File: src/rtl/axis_rr_combiner.sv
// axis_rr_combiner: round-robin merge of N AXI-stream inputs, each behind a 2-entry skid buffer,
// onto one registered output with optional packet-locked arbitration and source dest tagging.
module axis_rr_combiner #(
    parameter int N_CHANNELS = 4,
    parameter int DATA_WIDTH = 32,
    parameter int USER_WIDTH = 32,
    parameter int DEST_WIDTH = 32,
    parameter int PACKET_MODE = 0,
    parameter int TAG_DEST = 0,
    localparam int CW = N_CHANNELS > 1 ? $clog2(N_CHANNELS) : 1
) (
    input  logic                             clock,
    input  logic                             reset,
    input  logic [N_CHANNELS*DATA_WIDTH-1:0] stream_in_data,
    input  logic [N_CHANNELS*USER_WIDTH-1:0] stream_in_user,
    input  logic [N_CHANNELS*DEST_WIDTH-1:0] stream_in_dest,
    input  logic [N_CHANNELS-1:0]            stream_in_valid,
    input  logic [N_CHANNELS-1:0]            stream_in_tlast,
    output logic [N_CHANNELS-1:0]            stream_in_ready,
    output logic [DATA_WIDTH-1:0]            stream_out_data,
    output logic [USER_WIDTH-1:0]            stream_out_user,
    output logic [DEST_WIDTH-1:0]            stream_out_dest,
    output logic                             stream_out_valid,
    output logic                             stream_out_tlast,
    input  logic                             stream_out_ready,
    output logic [CW-1:0]                    grant_channel,
    output logic                             packet_lock
);
    localparam int BW = DATA_WIDTH + USER_WIDTH + DEST_WIDTH + 1;

    logic [BW-1:0] mem [N_CHANNELS][2];
    logic [N_CHANNELS-1:0][1:0] count, count_nxt;
    logic [N_CHANNELS-1:0] rd_ptr, wr_ptr, push, pop, eligible;
    logic [N_CHANNELS-1:0][BW-1:0] head;
    logic [CW-1:0] rr_ptr, winner, lock_ch;
    logic [BW-1:0] win_beat;
    logic [DEST_WIDTH-1:0] win_dest;
    logic found, load;

    assign load = !stream_out_valid || stream_out_ready;
    assign win_beat = head[winner];
    assign win_dest = TAG_DEST != 0 ? DEST_WIDTH'(winner) : win_beat[DEST_WIDTH:1];

    always_comb begin
        for (int i = 0; i < N_CHANNELS; i++) begin
            head[i] = mem[i][rd_ptr[i]];
            push[i] = stream_in_valid[i] && stream_in_ready[i];
            eligible[i] = count[i] != 2'd0 && (PACKET_MODE == 0 || !packet_lock || lock_ch == CW'(i));
        end
    end

    // first eligible channel after the last winner
    always_comb begin
        found = 1'b0;
        winner = '0;
        for (int k = 1; k <= N_CHANNELS; k++) begin
            if (!found && eligible[(int'(rr_ptr) + k) % N_CHANNELS]) begin
                found = 1'b1;
                winner = CW'((int'(rr_ptr) + k) % N_CHANNELS);
            end
        end
    end

    always_comb begin
        for (int i = 0; i < N_CHANNELS; i++) begin
            pop[i] = load && found && winner == CW'(i);
            count_nxt[i] = count[i] + 2'(push[i]) - 2'(pop[i]);
        end
    end

    always_ff @(posedge clock) begin
        for (int i = 0; i < N_CHANNELS; i++)
            if (push[i])
                mem[i][wr_ptr[i]] <= {stream_in_data[i*DATA_WIDTH +: DATA_WIDTH],
                                      stream_in_user[i*USER_WIDTH +: USER_WIDTH],
                                      stream_in_dest[i*DEST_WIDTH +: DEST_WIDTH],
                                      stream_in_tlast[i]};
    end

    always_ff @(posedge clock or negedge reset) begin
        if (!reset) begin
            count <= '0;
            rd_ptr <= '0;
            wr_ptr <= '0;
            stream_in_ready <= '0;
        end else begin
            for (int i = 0; i < N_CHANNELS; i++) begin
                count[i] <= count_nxt[i];
                stream_in_ready[i] <= count_nxt[i] != 2'd2;
                if (push[i])
                    wr_ptr[i] <= !wr_ptr[i];
                if (pop[i])
                    rd_ptr[i] <= !rd_ptr[i];
            end
        end
    end

    always_ff @(posedge clock or negedge reset) begin
        if (!reset) begin
            stream_out_valid <= 1'b0;
            stream_out_data <= '0;
            stream_out_user <= '0;
            stream_out_dest <= '0;
            stream_out_tlast <= 1'b0;
            grant_channel <= '0;
            rr_ptr <= CW'(N_CHANNELS - 1);
            packet_lock <= 1'b0;
            lock_ch <= '0;
        end else if (load) begin
            stream_out_valid <= found;
            if (found) begin
                stream_out_data <= win_beat[BW-1 -: DATA_WIDTH];
                stream_out_user <= win_beat[DEST_WIDTH + USER_WIDTH -: USER_WIDTH];
                stream_out_dest <= win_dest;
                stream_out_tlast <= win_beat[0];
                grant_channel <= winner;
                rr_ptr <= winner;
                packet_lock <= PACKET_MODE != 0 && !win_beat[0];
                lock_ch <= winner;
            end
        end
    end
endmodule

File: config.mk
export PLATFORM = sky130hd
export DESIGN_NAME = axis_rr_combiner
export DESIGN_NICKNAME = d
export VERILOG_FILES = /design/src/rtl/axis_rr_combiner.sv
export SDC_FILE = /design/constraint.sdc
export NUM_CORES = 1
export LEC_CHECK = 0
export CAP_MARGIN = 20
export CORE_MARGIN = 5
export CORE_UTILIZATION = 40
export DETAILED_ROUTE_END_ITERATION = 6
export PLACE_DENSITY = 0.66
export SYNTH_ARGS = -nofsm -noshare
export SYNTH_HDL_FRONTEND = slang
export SYNTH_SLANG_ARGS = --single-unit
File: constraint.sdc
create_clock -name clock -period 7 [get_ports clock]
set_clock_uncertainty 0.05 [all_clocks]
set_input_delay 0.7 -clock clock [delete_from_list [all_inputs] [get_ports clock]]
set_output_delay 0.7 -clock clock [all_outputs]
set_load 0.05 [all_outputs]
# Yosys cells after proc, flatten, opt, wreduce, memory -nomap -nowiden
# Memories as Yosys holds them, arrays and structs flattened.
# Cells that the tools add are included.
# W data, S select, Z words.
[word_totals]
register_bits = 122
latchBits = 0
ramBits = 776
mem_bits_ro = 0
in_bits = 395
out_inout_bits = 105
wordCells = 158
mem_count = 1
[op_classes]
addsub = 12
mul = 0
n_div = 0
magnitude_cmp = 17
n_eq_ne = 7
n_shift = 0
mux = 50
bitwise_logic = 12
reduce_logical = 39
[mem_list]
columns = ["name", "depth", "word_bits", "read_ports", "rd_ports_with_merged_regs", "wr", "line", "text"]
rows = [
  ["mem", 4, 194, 4, 0, 4, "31", "logic [BW-1:0] mem [N_CHANNELS][2];"],
]
[ops]
columns = ["cell", "count"]
rows = [
  ["$mux W97", 17],
  ["$mux W194", 4],
  ["$demux W97 S1", 4],
  ["$bmux W97 S2", 1],
  ["$ge A2 B2 Y1 const B", 8],
  ["$logic_and A1 B1 Y1", 16],
  ["$lt A3 B4 Y1 const B", 4],
  ["$mux W1", 16],
  ["$not A1 Y2", 8],
  ["$logic_not A1 Y1", 12],
  ["$add A2 B1 Y2", 4],
  ["$bmux W1 S2", 4],
  ["$lt A2 B1 Y1 const B", 4],
  ["$mux W2", 4],
  ["$ne A2 B2 Y1 const B", 4],
  ["$reduce_bool A2 Y1", 4],
  ["$reduce_or A2 Y1", 4],
  ["$sub A2 B1 Y2", 4],
  ["$add A2 B1 Y2 const B", 2],
  ["$add A2 B2 Y2 const B", 2],
  ["$and A1 B1 Y1 const A", 4],
  ["$eq A2 B2 Y1 const B", 2],
  ["$lt A2 B3 Y1 const B", 1],
  ["$eq A2 B1 Y1 const B", 1],
  ["3 further kinds", 3],
]

# Logic depth before layout (Yosys ltp)
# Gate-level depths: netlist of the first run.
[depth]
depth_word = 20
mapped_depth = 13
ltp_nobuf = 10

# Worst setup path before layout of the first run
# No wires, ideal clock.
[synth_path]
kind = "reg-to-reg"
startpoint = "register stream_in_ready[3]"
endpoint = "memory mem[3][100] in the netlist's numbering (enable)"
setup_time_ns = 0.554
arrival_ns = 4.883
required_ns = 6.396
setup_slack_ns = 1.513
stages_incl_launch_ff = 3
n_path_buf = 0
synth_period_minus_slack_ns = 5.487
path_cell_list = "dfrtp_1 -> nand2_1 -> nor2_1"
[synth_rtl]
columns = ["element", "line", "text"]
rows = [
  ["from (decl)", "19", "output logic [N_CHANNELS-1:0] stream_in_ready,"],
  ["from (signal assigned)", "85", "stream_in_ready <= '0;"],
  ["from (signal, indexed assignment)", "89", "stream_in_ready[i] <= count_nxt[i] != 2'd2;"],
  ["to (decl)", "31", ""],
]

==> results of run 1 <==
-- placed cells by master (no fill, tap or decap), types with 5 or more instances in the layout --
cell type        synthesis  final
a211o_1                 15     15
a211oi_1               164    164
buf_4                    2     34
bufinv_16                0     10
clkbuf_1               118     24
clkbuf_16                0     95
clkbuf_8                 0      6
clkdlybuf4s50_1          0    497
clkinv_1                 0     11
clkinv_2                 0     17
clkinvlp_4               0      5
dfrtp_1                120    116
diode_2                  0     18
edfxtp_1               776    776
ha_1                     8      8
inv_1                    7      7
mux2_2                  82     82
mux2i_1                157    157
nand2_1                103    103
nand2b_1                 5      5
nor2_1                  10      5
nor2_4                   0      5
nor2b_1                164    164
nor3_1                  16     16
o211ai_1                82     82
o311ai_0                52     52
o311ai_1                30     30
o31ai_1                 97     97
xnor2_1                 12     12
-- synth_stat cells, types with 3 or more instances --
cell | count | share of area
dfrtp_1 | 120 | 0.086
nor2_1 | 10 | 0.0011
o211ai_1 | 82 | 0.018
clkbuf_1 | 118 | 0.013
buf_6 | 3 | 0.00097
mux2i_1 | 157 | 0.045
xnor2_1 | 12 | 0.0030
a211oi_1 | 164 | 0.035
o31ai_1 | 97 | 0.021
and3_1 | 4 | 0.00072
o311ai_0 | 52 | 0.013
nand2_1 | 103 | 0.011
xor2_1 | 4 | 0.0010
buf_2 | 31 | 0.0044
nor3_1 | 16 | 0.0023
nor2b_1 | 164 | 0.029
edfxtp_1 | 776 | 0.67
mux2_2 | 82 | 0.026
o311ai_1 | 30 | 0.0075
ha_1 | 8 | 0.0029
nand2b_1 | 5 | 0.00089
a211o_1 | 15 | 0.0038
inv_1 | 7 | 0.00075
-- layer usage --
layer / track usage / routed length (µm) / share of wire / up-vias
met1: 0.273 / 40300 / 0.39 / 10750
met5: 0 / 127 / 0.0012 / -
met3: 0.0531 / 8880 / 0.087 / 161
li1: - / - / - / 9292
met2: 0.355 / 50600 / 0.49 / 916
met4: 0.0667 / 2470 / 0.024 / 18
-- power by group through the flow --
stage / combinational, µW / clock [µW] / sequential [µW]
detailed placement: 7840 / 0 / 8180
global route: 8300 / 5320 / 8190
floorplan: 4240 / 0 / 8870
finish: 7800 / 5000 / 8080
global placement: 7620 / 0 / 8140
CTS: 7850 / 5100 / 8090
-- logic make-up (layout without fill, tap and decap cells) --
| group | count (synthesis) | count (layout) | share of synthesized area |
|---|---|---|---|
| flip-flops | 898 | 898 | 0.753 |
| AO/OA/AOI/OAI | 454 | 454 | 0.101 |
| AND/OR/NAND/NOR | 311 | 311 | 0.0475 |
| multiplexers | 239 | 239 | 0.0713 |
| buffers and inverters | 162 | 718 | 0.0193 |
| XOR/XNOR | 16 | 16 | 0.00401 |
| adder cells (fa/ha/maj) | 8 | 8 | 0.00286 |
| other | 1 | 19 | 0.000107 |
-- per-stage QoR --
stage	cell area [µm²]	setup slack (ns)	utilization	std cells	hold slack, ns
6_report	44400	3.37	0.512	3818	0.0127
5_1_grt	44400	3.19	0.512	3813	0.0528
4_1_cts	44300	2.75	0.511	3798	0.0550
3_5_place_dp	41200	2.74	0.475	3623	0.432
3_3_place_gp	41200	2.92	0.475	3622	0.433
2_1_floorplan	35000	1.51	-	2089	0.354
-- critical path, stage by stage (launching register included) --
cell and delay (ns):
dfrtp_1 0.40, or2_1 0.33, a211oi_4 0.26, buf_4 0.56, or3_4 0.48, buf_16 0.32
nor2_2 0.10, ha_1 0.32, inv_1 0.04, ha_1 0.17, xnor2_1 0.13, xnor2_1 0.23
nand2b_1 0.09
-- cell type report --
class,count,share of cell area
Sequential cell,898,0.594
Timing Repair Buffer,536,0.120
Tap cell,1155,0.0325
Clock inverter,50,0.0130
Inverter,7,0.000591
Multi-Input combinational cell,1029,0.182
Antenna cell,18,0.00101
Clock buffer,125,0.0574
-- flip-flops by register name (all words and copies together) (netlist names) --
signal / count
wr_ptr: 4
stream_out_dest: 32
rd_ptr: 4
grant_channel: 2
stream_out_tlast: 1
rr_ptr: 2
stream_in_ready: 4
stream_out_user: 32
mem: 776
stream_out_data: 32
count: 8
stream_out_valid: 1
-- final timing paths --
path / to / from / cells past startpoint / slack, ns
worst max-delay path: stream_in_ready[0] / count[4] / 12 / 3.37
worst max register to register: stream_in_ready[0] / count[4] / 12 / 3.37
max in group asynchronous: stream_out_dest[7] / reset / 2 / 5.28
worst min register to register: grant_channel[1] / grant_channel[1] / 1 / 0.44
worst min-delay path: stream_out_user[0] / reset / 1 / 0.01
min in group clock: grant_channel[1] / grant_channel[1] / 1 / 0.44
==> metrics.md, run 1 <==
| Metric | Value |
|---|---|
| Run status | `finished clean` |
| Overall die width | `306 µm` |
| H-tree levels | `3` |
| Internal Power | `12900 µW` |
| Power density cells | `470 nW/µm²` |
| Worst-path clk slew | `0.06 ns` |
| Ports | `500` |
| Net switching share of the total power | `0.382` |
| Proportion of power drawn by flip-flops and latches | `0.387` |
| Post-cts gate resize count | `0` |
| Wire per inst | `26.8 µm` |
| Final-report setup violation count | `0` |
| Initial Util | `0.403` |
| Post-layout minimum cycle time | `3.63 ns` |
| Syn Std Cell Area | `35000 µm²` |
| Final worst-path cycle share | `0.519` |
| Proportion of layout cells with a drive suffix above 1 | `0.109` |
| Arr. time, crit path | `4.09 ns` |
| Yosys synthesis warning count | `0` |
| Total DRC errors in the routed layout | `0` |
| Post-synth ARST share | `0.136` |
| CTS tree | `done` |
| Via count of the first global-routing pass | `21980` |
| Maximum net fanout on the critical path | `65` |
| Master cell of the clock root buffer | `clkbuf_16` |
| Die height | `306 µm` |
| Actual transition at the worst max-transition pin | `1.10 ns` |
| Total negative setup slack | `0 ns` |
| Number of antenna violations at the first check in global routing | `31` |
| Number of hold-repair buffers added at the cts stage | `0` |
| Syn nets | `2492` |
| Clock Sinks | `898` |
| Final net count | `2969` |
| Placeable core region | `86800 µm²` |
| Total routed wirelength | `102000 µm` |
| Capturing element type of the critical path | `flip-flop` |
| Psw | `7970 µW` |
| Final estimated routing congestion in global placement | `0.802` |
| Final-report max-slew violation count | `0` |
| EDFF count, synth | `776` |
| Global-route wire length before repair | `146000 µm` |
| Number of CTS-inserted buffers | `94` |
| Number of iterations in the first detailed-routing pass | `5` |
| GR Overflow Total | `0` |
| Data required time at the worst endpoint | `7.46 ns` |
| P&R area growth vs syn | `27.0%` |
| Number of vias after detailed routing | `21137` |
| Clock network fraction of total power | `0.239` |
| Die Footprint | `93500 µm²` |
| Standby leakage power | `0.0151 µW` |
| Worst supply voltage drop on vdd | `652 µV` |
| Post-detail-place hpwl | `63300 µm` |
| Max-cap violations | `0` |
| Top_reg_cell synth | `edfxtp_1` |
| Filler instances | `7098` |
| Number of port buffers | `498` |
| Area of the multi-input gates | `8070 µm²` |
| Post-CTS Repair Setup Buffers | `0` |
| Fraction of the yosys area taken by sequential cells | `0.753` |
| Total routing usage reported by global routing | `0.211` |
| Type of the worst setup path | `reg -> reg` |
| Count of routing violations after the opening detailed-route iteration | `1657` |
| Avg Synthesized Cell Area | `16.7 µm²` |
| Path class of the lowest-slack min-delay path | `in -> async` |
| Final hold vios | `0` |
| Count of nets left with antenna violations after detail routing | `0` |
| Buffer levels on the longest clock path | `3` |
| Post-synthesis sequential element count | `898` |
| Setup repair after global routing missed its margin | `no` |
| Startpoint Class | `flip-flop` |
| Fraction of power consumed by combinational cells | `0.374` |
| Synth cell types | `45` |
| Site row count | `108` |
| Total power after layout | `20900 µW` |
| Achievable Freq | `275 MHz` |
| Mean number of vias per cell | `5.54` |
| Maximum number of pins on one net before global-route repair | `99` |
| Gate Count Post-Synth | `2089` |
| Worst skew pair latency | `0.63 ns` |
| Sequential cell area | `26400 µm²` |
| Max transition margin | `0.265` |
Power figures use the tool's default switching activity.
==> run 2: changes to the inputs <==
clock period = 3.75 ns   (was 7 ns; I/O delays follow)
==> run 2 against run 1 <==
Net effect: clock power is 92% higher; combinational power rose by 92%; critical path depth is 6 lower; final area increased by 0.92%; critical path type unchanged; first-iteration DRC count fell by 9.2%; final cell count grew 0.21%.
==> metrics.md, run 2 (synthesized netlist as in run 1, its figures left out) <==
| Metric | Value |
|---|---|
| Die Footprint | `93500 µm²` |
| Total routed wirelength | `103000 µm` |
| Achievable Freq | `375 MHz` |
| CTS tree | `done` |
| Post-Place Cell Area | `41500 µm²` |
| Max-cap violations | `0` |
| Maximum net fanout on the critical path | `55` |
| Proportion of power drawn by flip-flops and latches | `0.379` |
| Total power after layout | `39600 µW` |
| Number of vias after detailed routing | `21232` |
| Number of iterations in the first detailed-routing pass | `5` |
| Number of flip-flops in the largest register | `776` |
| Delay of the slowest cell on the worst path | `0.75 ns` |
| Post-CTS Repair Setup Buffers | `0` |
| Ports | `500` |
| P&R area growth vs syn | `28.2%` |
| Number of hold-repair buffers added at the cts stage | `1` |
| Die height | `306 µm` |
| Most common library cell in the layout ignoring fill and taps | `edfxtp_1` |
| Arr. time, crit path | `3.09 ns` |
| Site row count | `108` |
| Run status | `finished clean` |
| Final-report max-slew violation count | `0` |
| Number of antenna violations at the first check in global routing | `17` |
| Power density cells | `882 nW/µm²` |
| H-tree levels | `3` |
| Final worst-path cycle share | `0.711` |
| Ordered list of cells on the worst path | `o21a_1, o2bb2ai_4, nor3_4, buf_4, a211oi_1, o311ai_0` |
| Overall die width | `306 µm` |
| Maximum number of pins on one net before global-route repair | `101` |
| Worst hold slack | `0.265 ns` |
| Worst supply voltage drop on vdd | `1150 µV` |
| Clock Sinks | `898` |
| Final hold vios | `0` |
| Via count of the first global-routing pass | `22289` |
| Count of routing violations after the opening detailed-route iteration | `1505` |
| Final core utilization | `0.517` |
| Post-detail-place hpwl | `63800 µm` |
| Psw | `15100 µW` |
| Internal Power | `24500 µW` |
| GR Overflow Total | `0` |
| Fraction of power consumed by combinational cells | `0.378` |
| Placeable core region | `86800 µm²` |
| Master cell of the clock root buffer | `clkbuf_16` |
| Actual transition at the worst max-transition pin | `0.967 ns` |
| Count of nets left with antenna violations after detail routing | `0` |
| Buffer levels on the longest clock path | `3` |
| Standby leakage power | `0.0153 µW` |
| Slowest CP cell | `buf_4` |
| Total negative setup slack | `0 ns` |
| Type of the worst setup path | `reg -> reg` |
| Final net count | `2982` |
| Worst skew pair latency | `0.64 ns` |
| Post-cts gate resize count | `0` |
| Number of port buffers | `498` |
| Data required time at the worst endpoint | `4.18 ns` |
| Proportion of layout cells with a drive suffix above 1 | `0.115` |
| Post-layout minimum cycle time | `2.67 ns` |
| Number of CTS-inserted buffers | `93` |
| Final Cell Area | `44800 µm²` |
| Net switching share of the total power | `0.380` |
| Final estimated routing congestion in global placement | `0.804` |
| Mean number of vias per cell | `5.55` |
| Sequential cell area | `26400 µm²` |
| Final-report setup violation count | `0` |
| Leading cell types in the layout, fill and taps excluded | `edfxtp_1, clkdlybuf4s50_1, nor2b_1, a211oi_1, mux2i_1` |
| Total routing usage reported by global routing | `0.214` |
| Clock network fraction of total power | `0.242` |
| Setup repair after global routing missed its margin | `no` |
| Wire per inst | `27.0 µm` |
| Initial Util | `0.403` |
| Area of the multi-input gates | `8070 µm²` |
| Startpoint Class | `flip-flop` |
| Max transition margin | `0.356` |
| Capturing element type of the critical path | `flip-flop` |
| Total DRC errors in the routed layout | `0` |
| Worst-path clk slew | `0.06 ns` |
| Global-route wire length before repair | `149000 µm` |
| Path class of the lowest-slack min-delay path | `in -> reg` |
| Filler instances | `7010` |
-- run 2: cell count changes in the layout (fill, tap and decap cells not counted), sizes merged --
cell	change
bufinv	+1
buf	+13
clkinv	-2
dlygate4sd3	+1
diode	-6
clkbuf	+4
clkinvlp	-2
inv	-1
-- run 2: layout make-up --
class / count / area share
Antenna cell: 12 / 0.000670
Clock buffer: 129 / 0.0592
Inverter: 7 / 0.000586
Tap cell: 1155 / 0.0322
Clock inverter: 46 / 0.0133
Multi-Input combinational cell: 1029 / 0.180
Sequential cell: 898 / 0.588
Timing Repair Buffer: 550 / 0.126
-- run 2: critical path: cells and delay by family (launching register included) --
family / cells / cell delay [ns]
simple gates: 1 / 0.25
compound gates: 4 / 1.03
flops: 1 / 0.42
buf+inv: 1 / 0.75
-- run 2: path summary, 6_finish.rpt --
| kind | start | to | slack [ns] | depth (start not counted) |
|---|---|---|---|---|
| setup / recovery | count[7] | stream_out_dest[23] | 1.08 | 6 |
| hold / removal | stream_in_data[104] | mem[3][170] | 0.27 | 1 |
| setup reg to reg | count[7] | stream_out_dest[23] | 1.08 | 6 |
| hold reg to reg | grant_channel[1] | grant_channel[1] | 0.44 | 1 |
| max in group asynchronous | reset | rd_ptr[3] | 2.26 | 3 |
| min in group asynchronous | reset | stream_out_dest[20] | 0.33 | 2 |
-- run 2: through the flow --
| step | worst slack (ns) | instances |
|---|---|---|
| 2_1_floorplan | 0.210 | 2089 |
| 3_3_place_gp | 0.947 | 3637 |
| 3_5_place_dp | 0.944 | 3637 |
| 4_1_cts | 1.05 | 3813 |
| 5_1_grt | 0.932 | 3819 |
| 6_report | 1.08 | 3826 |
-- run 2: power by group through the flow --
stage	logic (µW)	registers [µW]	clock network [µW]
after floorplan	7930	16400	0
after global placement	14700	15200	0
after detailed placement	14900	15300	0
after CTS	15000	15100	9790
after global routing	15900	15200	10200
final	15000	15000	9580
-- run 2: layer usage --
layer	global-route usage	vias to the layer above	wire, µm
met4	0.0605	12	2510
met5	0	-	100
li1	-	9313	-
met1	0.285	10841	42100
met3	0.0495	161	8160
met2	0.356	905	50600
==> run 3: changes to the inputs <==
PLACE_DENSITY = 0.68   (was 0.66)
clock period = 2.26 ns   (was 3.75 ns; I/O delays follow)
==> run 3 against run 2 <==
Net effect: highest routed layer unchanged; wire length increased by 6.7%; core utilization increased by 3.4 points; register-to-register slack got worse by 1.3 ns; largest power group is now combinational logic; clock power increased by 64%; critical path type unchanged; combinational power increased by 140%; sequential share of layout area decreased by 3.6 points; the run now ends with negative setup slack left.
==> metrics.md, run 3 (synthesized netlist as in run 1, its figures left out) <==
| Metric | Value |
|---|---|
| Final-report max-slew violation count | `0` |
| Final Cell Area | `47800 µm²` |
| Initial Util | `0.403` |
| Master cell of the clock root buffer | `clkbuf_16` |
| Proportion of layout cells with a drive suffix above 1 | `0.207` |
| Setup repair after global routing missed its margin | `yes` |
| Setup slack after layout | `-0.176 ns` |
| Maximum net fanout on the critical path | `5` |
| H-tree levels | `3` |
| Origin of the worst setup path | `rr_ptr[1]` |
| Startpoint Class | `flip-flop` |
| Actual transition at the worst max-transition pin | `0.853 ns` |
| Critical R2R Launch | `rr_ptr[1]` |
| Achievable Freq | `410 MHz` |
| Post-Layout Cell Count | `3949` |
| GR Overflow Total | `0` |
| Worst hold endpoint | `mem[3][132]` |
| Source of the worst hold timing path | `stream_in_user[98]` |
| Global-route wire length before repair | `153000 µm` |
| Die height | `306 µm` |
| Post-detail-place hpwl | `68400 µm` |
| Slowest CP cell | `dfstp_2` |
| Overall die width | `306 µm` |
| Final-report setup violation count | `88` |
| Via count of the first global-routing pass | `22879` |
| Worst setup slack for register-to-register paths | `-0.18 ns` |
| Leading cell types in the layout, fill and taps excluded | `edfxtp_1, clkdlybuf4s50_1, nor2b_1, mux2i_1, clkbuf_16` |
| Total routing usage reported by global routing | `0.221` |
| P&R area growth vs syn | `36.6%` |
| Run status | `complete, but fails checks` |
| Total routed wirelength | `110000 µm` |
| Most common library cell in the layout ignoring fill and taps | `edfxtp_1` |
| Number of iterations in the first detailed-routing pass | `5` |
| Die Footprint | `93500 µm²` |
| Capturing element type of the critical path | `flip-flop` |
| Wire per inst | `28.0 µm` |
| Power density cells | `1580 nW/µm²` |
| Delay of the slowest cell on the worst path | `0.59 ns` |
| Final core utilization | `0.551` |
| Number of flip-flops in the largest register | `776` |
| Post-layout minimum cycle time | `2.44 ns` |
| Arr. time, crit path | `2.91 ns` |
| Final hold vios | `0` |
| Sequential cell area | `26400 µm²` |
| Worst hold path stage count | `1` |
| Worst-path clk slew | `0.06 ns` |
| Number of antenna violations at the first check in global routing | `23` |
| Count of routing violations after the opening detailed-route iteration | `2042` |
| Worst skew pair latency | `0.66 ns` |
| Number of instances in the placed design | `3700` |
| Count of nets left with antenna violations after detail routing | `0` |
| Failing checks | `negative setup slack` |
| Buffer levels on the longest clock path | `3` |
| Ports | `500` |
| Post-Place Cell Area | `42500 µm²` |
| FF-to-FF path depth | `11` |
| Total DRC errors in the routed layout | `0` |
| Total negative setup slack | `-5.33 ns` |
| Number of CTS-inserted buffers | `94` |
| CTS tree | `done` |
| Data required time at the worst endpoint | `2.73 ns` |
| Final net count | `3102` |
| Type of the worst setup path | `reg -> reg` |
| Max-cap violations | `0` |
| Worst supply voltage drop on vdd | `1020 µV` |
| Maximum number of pins on one net before global-route repair | `74` |
| Final estimated routing congestion in global placement | `0.814` |
| Area of the multi-input gates | `8970 µm²` |
| Path class of the lowest-slack min-delay path | `in -> reg` |
| Final worst-path cycle share | `1.08` |
| Capturing point of the worst reg2reg path | `stream_in_ready[2]` |
| Standby leakage power | `0.0165 µW` |
| Filler instances | `6689` |
| Ordered list of cells on the worst path | `buf_4, o21a_4, o2bb2ai_4, or3_4, nor3_4, ha_1, inv_2, ha_4, xnor2_2, xnor2_1, nand2b_1` |
| Mean number of vias per cell | `5.62` |
| Site row count | `108` |
| Number of vias after detailed routing | `22180` |
| Max transition margin | `0.432` |
| Number of port buffers | `498` |
| Clock Sinks | `898` |
| Placeable core region | `86800 µm²` |
[run 3: metrics by stage]
stage                     hold slack, ns  worst slack (ns)  total power, µW
after floorplan                   -0.120            -0.296            40800
after global placement             0.264            -0.238            51300
after detailed placement           0.269            -0.347            52000
after CTS                         0.0490            -0.121            71500
after global routing              0.0754            -0.250            78400
final                              0.101            -0.176            75400
[run 3: layout make-up]
class,count,area share
antenna,16,0.000838
clock buffer,118,0.0543
clock inverter,57,0.0118
inverter,7,0.000602
multi-input combinational,1029,0.188
sequential,898,0.552
tap,1155,0.0302
timing repair buffer,669,0.163
[run 3: worst max-delay path by stage]
stage / depth (start not counted) / endpoint / slack [ns]
2_1_floorplan: 2 / mem[0][100] / -0.30
3_3_place_gp: 12 / stream_in_ready[2] / -0.24
3_5_place_dp: 9 / stream_out_user[8] / -0.35
4_1_cts: 12 / stream_in_ready[3] / -0.12
5_1_grt: 11 / stream_in_ready[2] / -0.25
6_report: 11 / stream_in_ready[2] / -0.18
[run 3: timing repair]
action,in CTS,in global routing
buffers inserted,15,12
endpoints found under the hold margin,52,0
cloned,10,20
hold buffers,1,0
endpoints found under the setup margin,109,105
gates resized for setup,169,108
pin swaps,67,115
[run 3: per-layer routing]
layer  wire length, µm  share of wire  GRT usage  vias to the layer above
li1                  -              -          -                     9568
met1             43700           0.40      0.285                    11425
met2             54500           0.49      0.372                      982
met3              9220          0.084     0.0556                      181
met4              2780          0.025     0.0632                       24
met5               156         0.0014          0                        -
[run 3: power breakdown]
group	leakage (µW)	switching (µW)	total, µW	internal [µW]
clock	0.00155	6390	15700	9290
sequential	0.00867	1750	24500	22700
combinational	0.00631	20400	35300	14900
[run 3: worst max-delay path: cells and delay by family (launching register included)]
| kind | cells | cell delay, ns |
|---|---|---|
| compound gates | 2 | 0.31 |
| xor+xnor | 2 | 0.36 |
| fa+ha+maj | 2 | 0.45 |
| buf+inv | 2 | 0.17 |
| flops | 1 | 0.59 |
| simple gates | 3 | 0.38 |
